--- src/rtl/apb_reg_slave.sv ---
// APB completer with a bank of 32-bit registers, a read-only ID at index 0,
// byte-strobed writes, fixed wait-state insertion and PSLVERR on bad accesses.
module apb_reg_slave #(
    parameter int          NUM_REGS    = 16,
    parameter int          WAIT_CYCLES = 2,
    parameter logic [31:0] ID_VALUE    = 32'hA5B0_0001
) (
    input  logic        PCLK,
    input  logic        PRSTn,
    input  logic        PSEL,
    input  logic        PENABLE,
    input  logic        PWRITE,
    input  logic [31:0] PADDR,
    input  logic [31:0] PWDATA,
    input  logic [3:0]  PSTRB,
    output logic [31:0] PRDATA,
    output logic        PREADY,
    output logic        PSLVERR
);

    localparam int IDX_W = $clog2(NUM_REGS);

    typedef enum logic {IDLE, ACCESS} state_t;

    state_t      state, next_state;
    logic [3:0]  wait_cnt;
    logic [31:0] regs [NUM_REGS];
    logic [27:0] idx;
    logic [IDX_W-1:0] sel;
    logic        err;
    logic        commit;
    logic [1:0]  unused_addr;

    // Address bits 31:30 belong to the interconnect's slave select.
    assign unused_addr = PADDR[31:30];
    assign idx         = PADDR[29:2];
    assign sel         = idx[IDX_W-1:0];
    assign err         = (PADDR[1:0] != 2'b00) || (idx >= 28'(NUM_REGS)) || (PWRITE && idx == '0);

    // NOTE: sequential state uses non-blocking assignments so every flop samples pre-edge values.
    always_ff @(posedge PCLK or negedge PRSTn) begin
        if (!PRSTn) state <= IDLE;
        else        state <= next_state;
    end

    always_comb begin
        next_state = state;
        case (state)
            IDLE:   if (PSEL) next_state = ACCESS;
            ACCESS: if (!PSEL || !PENABLE || wait_cnt == '0) next_state = IDLE;
            default: next_state = IDLE;
        endcase
    end

    // Counter holds at zero rather than wrapping.
    always_ff @(posedge PCLK or negedge PRSTn) begin
        if (!PRSTn)                                wait_cnt <= '0;
        else if (state == IDLE && PSEL)            wait_cnt <= 4'(WAIT_CYCLES);
        else if (state == ACCESS && wait_cnt != '0) wait_cnt <= wait_cnt - 4'd1;
    end

    // NOTE: every output gets a default first, so no path through the block can infer a latch.
    always_comb begin
        PREADY  = (state == ACCESS) && (wait_cnt == '0) && PSEL && PENABLE;
        PSLVERR = PREADY && err;
        commit  = PREADY && PWRITE && !err;
        PRDATA  = '0;
        if (PREADY && !PWRITE && !err)
            PRDATA = (idx == '0) ? ID_VALUE : regs[sel];
    end

    // NOTE: the register bank is flops, not RAM, so it can and must clear on reset.
    always_ff @(posedge PCLK or negedge PRSTn) begin
        if (!PRSTn) begin
            for (int i = 0; i < NUM_REGS; i++) regs[i] <= '0;
        end else if (commit) begin
            for (int b = 0; b < 4; b++)
                if (PSTRB[b]) regs[sel][8*b +: 8] <= PWDATA[8*b +: 8];
        end
    end

endmodule

--- config.mk ---
export PLATFORM = sky130hd
export DESIGN_NAME = apb_reg_slave
export DESIGN_NICKNAME = d
export VERILOG_FILES = /design/src/rtl/apb_reg_slave.sv
export SDC_FILE = /design/constraint.sdc
export NUM_CORES = 1
export LEC_CHECK = 0
export ABC_AREA = 1
export ABC_CLOCK_PERIOD_IN_PS = 2400
export CELL_PAD_IN_SITES_DETAIL_PLACEMENT = 1
export CELL_PAD_IN_SITES_GLOBAL_PLACEMENT = 1
export CORE_AREA = 2 2 236 238
export CTS_CLUSTER_SIZE = 24
export DETAILED_ROUTE_END_ITERATION = 8
export DIE_AREA = 0 0 238 240
export PLACE_DENSITY_LB_ADDON = 0.1
export SETUP_SLACK_MARGIN = 0.5
export SLEW_MARGIN = 5
export SYNTH_ARGS = -nofsm -noshare
export SYNTH_HDL_FRONTEND = slang
export SYNTH_SLANG_ARGS = --single-unit
--- constraint.sdc ---
create_clock -name PCLK -period 2.4 [get_ports PCLK]
set_input_delay 0.36 -clock PCLK [delete_from_list [all_inputs] [get_ports PCLK]]
set_output_delay 0.36 -clock PCLK [all_outputs]
set_load 0.03 [all_outputs]
# After elaboration in Yosys (flattened, before gate mapping)
# Index checks and enable logic that the tools add are counted.
# word_totals
word_cells,78
reg_bits,517
# classes
add_sub_neg,1
n_mux,29
bitwise_logic,2
n_lt_le_gt_ge,3
n_reduce_logical,25
# ops
cell,n
512-bit 2-to-1 mux,7
512-bit bitwise mux,4
32-bit demux with 4-bit select,4
32-bit 2-to-1 mux,5
32-bit binary-select mux with 4-bit select,1
28-bit by 5-bit >= comparator with 1-bit output (second input constant),1
28-bit logical NOT,1
24-bit 2-to-1 mux,1
16-bit 2-to-1 mux,1
1-bit logical AND,12
4-bit 2-to-1 mux,2
8-bit 2-to-1 mux,1
5-bit >= comparator (second input constant),1
5-bit by 1-bit < comparator with 1-bit output (second input constant),1
4-bit NOT with 5-bit output,1
1-bit logical NOT,4
4-bit logical NOT,1
1-bit logical OR,4
2-bit nonzero test,2
4-bit nonzero test,1
4-bit by 1-bit subtractor with 4-bit output (second input constant),1
1-bit 2-to-1 mux,2
1-bit one-hot mux with 2 select lines,1
1-bit NOT,1

# Depth between registers and ports, before layout
# Gate-level depths: netlist (run 1).
# depth
word_depth,16
ltp_mapped,12
depth_no_buf,10

# Least setup slack after synthesis (run 1)
# Ideal clock, no wire load.
# synth_path
path_type,input port to output port
startpoint,in PADDR[2]
endpoint,out PRDATA[13]
path_buffers,3
path_stages,10
arrival_ps,1913
path_slack_ps,127
cell_sequence,buf_4 > nand2_1 > buf_6 > clkbuf_1 > o22ai_1 > nor2_1 > nor2_1 > nor2_1 > nand2_1 > nor2_1
# synth_via
elab_chain_len,6
# synth_lines
item,line_no,source
from (decl),13,"input logic [31:0] PADDR,"
28-bit by 5-bit >= comparator with 1-bit output (tied with other cells),38,assign err = (PADDR[1:0] != 2'b00) || (idx >= 28'(NUM_REGS)) || (PWRITE && idx == '0);
1-bit logical OR (tied with other cells),38,
1-bit logical OR / 32-bit 2-to-1 mux (equally long branches),"38, 69",
1-bit logical NOT / 32-bit 2-to-1 mux (equally long branches),"68, 69",
1-bit logical AND / 32-bit 2-to-1 mux (equally long branches),"68, 69",
32-bit 2-to-1 mux (*),68,if (PREADY && !PWRITE && !err)
to (decl),16,"output logic [31:0] PRDATA,"
# Mark *: on every way between the ends. The rest lies on a longest branch, timed or not. The select of a mux whose other input is x is not followed.

# Worst setup path after layout (run 1)
# layout_path
startpoint,in PADDR[6]
endpoint,out PRDATA[12]
# layout_via
elab_chain_len,6
# layout_lines
item,line_no
28-bit by 5-bit >= comparator with 1-bit output / 28-bit logical NOT (equally long branches),"38, 69"
1-bit logical OR / 1-bit logical AND (equally long branches),38
1-bit logical OR,38
1-bit logical NOT,68
1-bit logical AND,68
32-bit 2-to-1 mux (*),68
# Mark *: on every way between the ends. The rest lies on a longest branch, timed or not.

==> results.md, run 1 <==
* Distinct cells, synth at 31
* Worst R2R Start: wait_cnt[0]
* Slew of the pin with the lowest slew margin at between 900 and 1000 ps
* Largest cells by area after synthesis: dfrtp_1 (51%), nand2_1 (17%), nand4_1 (12%)
* DR WL/cell at ~28 um
* All-Layer GR Usage at 39.1%
* Vias in the first global route at approximately 28000
* Number of CTS-inserted buffers at 59
* Nets at between 3000 and 4000
* Async SR Flop Fraction at 100%
* Fill cells at about 6100
* Area occupied by multi-input gates at 11600 sq um
* Hold WS at 106 ps
* Minimum clock period at ~2800 ps
* Top FF cell, synth: dfrtp_1
* Post-synthesis cell area at ~25000 sq um
* PD cells at ~630 nW/um^2
* Crit Path Class: input pin to output pin
* Die area at around 57000 sq um
* First-pass DRT Iterations at 5
* Hold WC Path Type: input pin to flop
* Critical hold path startpoint: PSTRB[2]
* Final wirelength at between 100 and 150 mm
* Crit path from: PADDR[6]
* Avg Inst Size Synth at between 8 and 9 sq um
* Clk sink count at between 500 and 600
* Remaining antenna violation count at 0
* Detailed placement HPWL at around 71 mm
* Root buf cell: clkbuf_16
* Worst Path Required at 2040 ps
* Final cell utilization of the core at between 60% and 70%
* Peak supply drop at about 0.0006 V
* Startpoint Class: input pin
* FP Rows at 86
* Synth area leader: dfrtp_1
* GPL Wtd Cong at approximately 0.91
* Final hold violations at 0
* Number of synthesized flops with an enable pin at 0
* DR DRC count at 0
* RSZ-0062 raised after global routing: yes
* Antenna violations before repair at 10
* Sequential fraction of the synthesis area at 50.9%
* Final WS setup at -384 ps
* H-tree depth at 2
* Slew margin rel. at between 30 and 40%
* Vias/cell at 6.49
* Final Max Slew Viols at 0
* Later-pin clock latency in the skew report at ~670 ps
* Critical Path Sink Type: output pin
* Layout cells sized above 1 at a little over a fifth
* I/O pin cnt at between 100 and 150
* Die X at between 200 and 250 um
* DIE HEIGHT at around 240 um
* Worst-case clock buffer depth at 3
* Via count at around 27000
* Post-synth top area share at about 51%
* Fin crit share at 116%
* Largest net degree at the start of global routing at approximately 120
* Synth Register Bits at just over 500
* Clock-pin slew on the worst setup and hold paths at roughly 60 ps
* Failing checks: setup timing
* Crit path max fanout at 5
* Clk_skew at around 16 ps
* Total grt overflow at 0
* I/O Buffers at roughly 100
* Iter 0 DRT Violations at 2652
* Post-synthesis cell count at ~3000
* First-pass GRT wire length at 170 mm
* CTS tree: yes
* Outcome: complete, but fails checks
* CP arrival at about 2400 ps
* Synthesized net count at ~3100
* Leak at between 0.015 and 0.02 uW
* Max Cap Viol at 0
* Core area at approximately 55000 sq um
* Final setup violation count at ~120
* Fmax at between 300 and 400 MHz
* Synth warnings at 0
* Register area at 12900 sq um
* Starting Density at 46.5%
* Layout area overhead at 33.8%
-- sequential cells by signal (all words and copies together), names as in the netlist --
register and flops:
regs 512, state 1, wait_cnt 4
-- power by group --
group	total [uW]	switching [uW]	internal (uW)
registers	8770	23.7	8750
logic	2330	1550	787
clock network	10300	4090	6250
-- per-stage QoR --
step                      setup slack, ps  instance area, sq um  cells  power [uW]  TNS, ps
final                                -384                 34000   4101       21500   -13100
after global routing                 -486                 34000   4101       21900   -34300
after CTS                            -292                 33300   4062       21300    -7380
after detailed placement             -639                 29900   3908       11000  -161430
after global placement               -593                 29900   3908       10900  -159310
after floorplan                       464                 26100   3074        9830        0
-- cells by family after synthesis --
group                    share of synthesized area, %
adder cells (fa/ha/maj)                        0.0985
buffers and inverters                            6.87
XOR/XNOR                                       0.0345
AND/OR/NAND/NOR                                  34.2
flip-flops                                       50.9
AO/OA/AOI/OAI                                    7.93
-- synth_stat cells (2+ instances only) --
cell / n
nand2_2: 2
nor2_2: 9
inv_1: 22
nand2_1: 1121
a22oi_1: 48
o21ai_0: 76
dfrtp_1: 517
clkinv_1: 5
inv_2: 5
buf_1: 50
nand3_2: 22
buf_2: 34
o221ai_1: 23
a21oi_1: 28
nor3_1: 14
clkbuf_1: 159
nand3_1: 34
buf_6: 57
nand4_2: 9
nor2_1: 185
o22ai_1: 147
buf_4: 4
ha_1: 2
nand4_1: 494
-- metal layers --
metal | global-route usage (%) | part of all wire [%] | up-vias
li1 | - | - | 11300
met1 | 49.2 | 39 | 13700
met2 | 64.6 | 48 | 1337
met3 | 6.96 | 7.6 | 354
met4 | 20.7 | 5.5 | 0
met5 | 0 | 0 | -
-- final cells by class --
cell class              instances  area share (%)
diodes                          9          0.0662
well taps                     704            2.59
flip-flops and latches        517            38.1
clock buffers                  79            5.09
multi-input cells            2221            34.0
inverters                      32           0.379
clock inverters                31            1.40
repair buffers                508            18.4
-- worst max-delay path, cell delays in order --
cell	delay, ps
clkdlybuf4s50_1	440
nor2_2	150
buf_4	120
nand3_1	80
nor2_1	320
nand2_1	130
clkinv_1	110
nand3_4	140
buf_12	190
buf_16	150
nor2_4	100
buf_6	140
-- worst paths after layout --
check	depth (start not counted)	to	slack, ps
max in group asynchronous	3	regs[385]	1240
worst max-delay path	12	PRDATA[12]	-380
worst min register to register	0	regs[483]	380
worst max register to register	15	regs[103]	-80
worst min-delay path	3	regs[403]	110
min in group asynchronous	2	wait_cnt[0]	250
-- cell usage in the layout, fill, tap and decap left out, types with 8 or more instances in the layout --
master              n
clkinv_2           13
o21ai_0            52
nand4_1           494
nor3_1             11
inv_1              16
clkdlybuf4s50_1    61
diode_2             9
nand2_1          1082
nor2_2             16
buf_16             23
bufinv_16          11
nand3_1            20
nand2_2            37
clkbuf_8           18
nand3_2             8
a22oi_1            47
nand3_4            28
nand4_2             9
buf_6              64
nor2_4             50
o22ai_1           147
clkbuf_16          71
o221ai_1           23
a21oi_1            27
nor2_1            129
buf_12            103
dfrtp_1           517
buf_4             232
inv_2               8
o21ai_1            24
-- repair_timing --
item,in CTS,in global routing
hold endpoints to repair,39,0
cloned,15,12
endpoints found under the setup margin,514,514
hold buffers,1,0
resized for setup,160,62
pin swaps,27,27
setup buffers,28,18
Power figures use the tool's default switching activity.
==> run 2: changes to the inputs <==
--- a/config.mk
+++ b/config.mk
@@ -9,10 +9,11 @@
 export ABC_CLOCK_PERIOD_IN_PS = 2400
 export CELL_PAD_IN_SITES_DETAIL_PLACEMENT = 1
 export CELL_PAD_IN_SITES_GLOBAL_PLACEMENT = 1
-export CORE_AREA = 2 2 236 238
+export CORE_AREA = 2 2 234 236
+export CTS_BUF_LIST = sky130_fd_sc_hd__clkbuf_8
 export CTS_CLUSTER_SIZE = 24
 export DETAILED_ROUTE_END_ITERATION = 8
-export DIE_AREA = 0 0 238 240
+export DIE_AREA = 0 0 236 238
 export PLACE_DENSITY_LB_ADDON = 0.1
 export SETUP_SLACK_MARGIN = 0.5
 export SLEW_MARGIN = 5
==> run 2 against run 1 <==
The run still ends with setup timing left. Critical path type is now flop to output pin. Die area shrank 1.7%. Fmax is 1.0% lower. Flip-flop and latch count is the same.
==> results.md, run 2 (synthesis results as in run 1) <==
* Post-route cell area at 33500 sq um (was 34000 sq um)
* Max Cap Viol at 0 (unchanged)
* Most used cells in the layout excluding fill and tap cells: nand2_1 (1057), dfrtp_1 (517), nand4_1 (494) (was nand2_1 (1082), dfrtp_1 (517), nand4_1 (494))
* Fmax at 356 MHz (was 359 MHz)
* Detailed placement HPWL at 70.7 mm (was 70.8 mm)
* Total grt overflow at 0 (unchanged)
* Post-route non-filler standard cell count at 4125 (was 4101)
* Startpoint Class: flop (was input pin)
* Sw frac at 28.3% (was 26.4%)
* Core area at 53500 sq um (was 54700 sq um)
* Final wirelength at 113 mm (was 115 mm)
* PD cells at 569 nW/um^2 (was 631 nW/um^2)
* Worst-case clock buffer depth at 3 (unchanged)
* Hold WC Path Type: input pin to flop (unchanged)
* Final Max Slew Viols at 0 (unchanged)
* Combinational share of power at 12.2% (was 10.9%)
* All-Layer GR Usage at 38.4% (was 39.1%)
* Later-pin clock latency in the skew report at 710 ps (was 670 ps)
* I/O Buffers at 104 (unchanged)
* Number of CTS-inserted buffers at 91 (was 59)
* DR WL/cell at 27.4 um (was 28.0 um)
* Placed cell count at 3889 (was 3908)
* Max FFs per register at 512 (unchanged)
* Placed Area at 29800 sq um (was 29900 sq um)
* Nets at 3438 (was 3414)
* Crit Path Class: flop to output pin (was input pin to output pin)
* I/O pin cnt at 107 (unchanged)
* P_sw at 5390 uW (was 5660 uW)
* Vias/cell at 6.50 (was 6.49)
* DIE HEIGHT at 238 um (was 240 um)
* Worst Path Required at 2040 ps (about the same)
* Starting Density at 47.5% (was 46.5%)
* Antenna violations before repair at 8 (was 10)
* Crit path max fanout at 2 (was 5)
* Hold WS at 81.4 ps (was 106 ps)
* Failing checks: setup timing (unchanged)
* Clk_skew at 25.3 ps (was 15.6 ps)
* GPL Wtd Cong at 0.916 (was 0.909)
* Minimum clock period at 2810 ps (was 2780 ps)
* Dpl ws at -702 ps (was -639 ps)
* First-pass GRT wire length at 166 mm (was 170 mm)
* First-pass DRT Iterations at 6 (was 5)
* CTS tree: yes (unchanged)
* Clk sink count at 517 (unchanged)
* Critical Path Sink Type: output pin (unchanged)
* Final hold violations at 0 (unchanged)
* CP arrival at 2450 ps (was 2420 ps)
* Crit-path max cell delay at 390 ps (was 440 ps)
* Layout cells sized above 1 at 22.3% (was 21.3%)
* Biggest register: regs (unchanged)
* Biggest regs: regs (512), wait_cnt (4), state (1) (unchanged)
* Outcome: complete, but fails checks (unchanged)
* Slew margin rel. at 33.9% (was 39.1%)
* Clock-pin slew on the worst setup and hold paths at 70 ps (was 60 ps)
* Die area at 56200 sq um (was 57100 sq um)
* Via count at 26800 (was 26600)
* Worst path buffer plus inverter count at 1 (was 6)
* Layout area overhead at 32.0% (was 33.8%)
* FP Rows at 85 (was 86)
* Iter 0 DRT Violations at 3072 (was 2652)
* CP top delay family: compound AO/OA/AOI/OAI gates (was buffers and inverters)
* Final WS setup at -412 ps (was -384 ps)
* Largest net degree at the start of global routing at 121 (unchanged)
* Fin crit share at 117% (was 116%)
* Worst path cell trace: nor2_1 -> o21ai_0 -> o221ai_1 -> a21oi_1 -> nand2_1 -> nor2_4 -> buf_6 (was clkdlybuf4s50_1 -> nor2_2 -> buf_4 -> nand3_1 -> nor2_1 -> nand2_1 -> clkinv_1 -> nand3_4 -> buf_12 -> buf_16 -> nor2_4 -> buf_6)
* Final setup violation count at 36 (was 121)
* Seq pwr share at 46.0% (was 40.9%)
* Die X at 236 um (was 238 um)
* RSZ-0062 raised after global routing: yes (unchanged)
* CP max-delay cell: o21ai_0 (was clkdlybuf4s50_1)
* Clock network power share at 41.9% (was 48.2%)
* Slew of the pin with the lowest slew margin at 989 ps (was 911 ps)
* H-tree depth at 3 (was 2)
* Vias in the first global route at 27600 (was 28000)
* Most common cell after layout, fill and taps aside: nand2_1 (unchanged)
* Int Pwr at 13700 uW (was 15800 uW)
* DR DRC count at 0 (unchanged)
* Remaining antenna violation count at 0 (unchanged)
* Peak supply drop at 0.000498 V (was 0.000616 V)
* Root buf cell: clkbuf_8 (was clkbuf_16)
* Leak at 0.0173 uW (was 0.0172 uW)
-- run 2: timing repair --
action                                 4_1_cts  5_1_grt
pin swaps                                   18       92
gates resized for setup                    103      154
gates cloned                                11       19
endpoints found under the hold margin       34        0
setup endpoints to repair                  514      514
hold buffers                                 1        0
buffers inserted                            14       32
-- run 2: layer usage --
layer  GRT usage (%)  up-vias  part of all wire (%)
li1                -    11300                     -
met1            49.9    13600                    39
met2            62.1     1482                    47
met3            6.80      413                   8.1
met4            19.2        0                   5.6
met5               0        -                     0
-- run 2: area by class of cell --
cell class                 count  area, sq um
timing repair buffer         499         6200
antenna                        8         20.0
tap                          696          871
clock buffer                 109         1500
sequential                   517        12900
clock inverter                42          199
inverter                      32          134
fill                        6071        20000
multi-input combinational   2222        11700
-- run 2: worst min-delay path, delay by kind of cell --
family | cells | cell delay (ps)
simple gates | 2 | 170
buf+inv | 1 | 220
-- run 2: power by group through the flow --
stage / Sequential (uW) / Combinational (uW) / Clock (uW)
floorplan: 8930 / 898 / 0
global placement: 8930 / 1990 / 0
detailed placement: 8930 / 2050 / 0
CTS: 8780 / 2200 / 8010
global route: 8770 / 2420 / 8440
finish: 8780 / 2320 / 7990
-- run 2: per-stage QoR --
step / TNS (ps) / total power, uW / util [%]
after floorplan: 0 / 9830 / -
after global placement: -188290 / 10900 / 55.8
after detailed placement: -184440 / 11000 / 55.8
after CTS: -9080 / 19000 / 60.5
after global routing: -12570 / 19600 / 62.7
final: -8680 / 19100 / 62.7
-- run 2: path summary, 6_finish.rpt --
path	startpoint	end	slack, ps	cells past startpoint
max in group asynchronous	PRSTn	regs[61]	1250	3
hold / removal	PSTRB[2]	regs[22]	80	3
hold reg to reg	regs[508]	regs[508]	380	0
min in group asynchronous	PRSTn	wait_cnt[0]	200	2
setup / recovery	regs[441]	PRDATA[25]	-410	7
setup reg to reg	wait_cnt[1]	regs[258]	-20	14
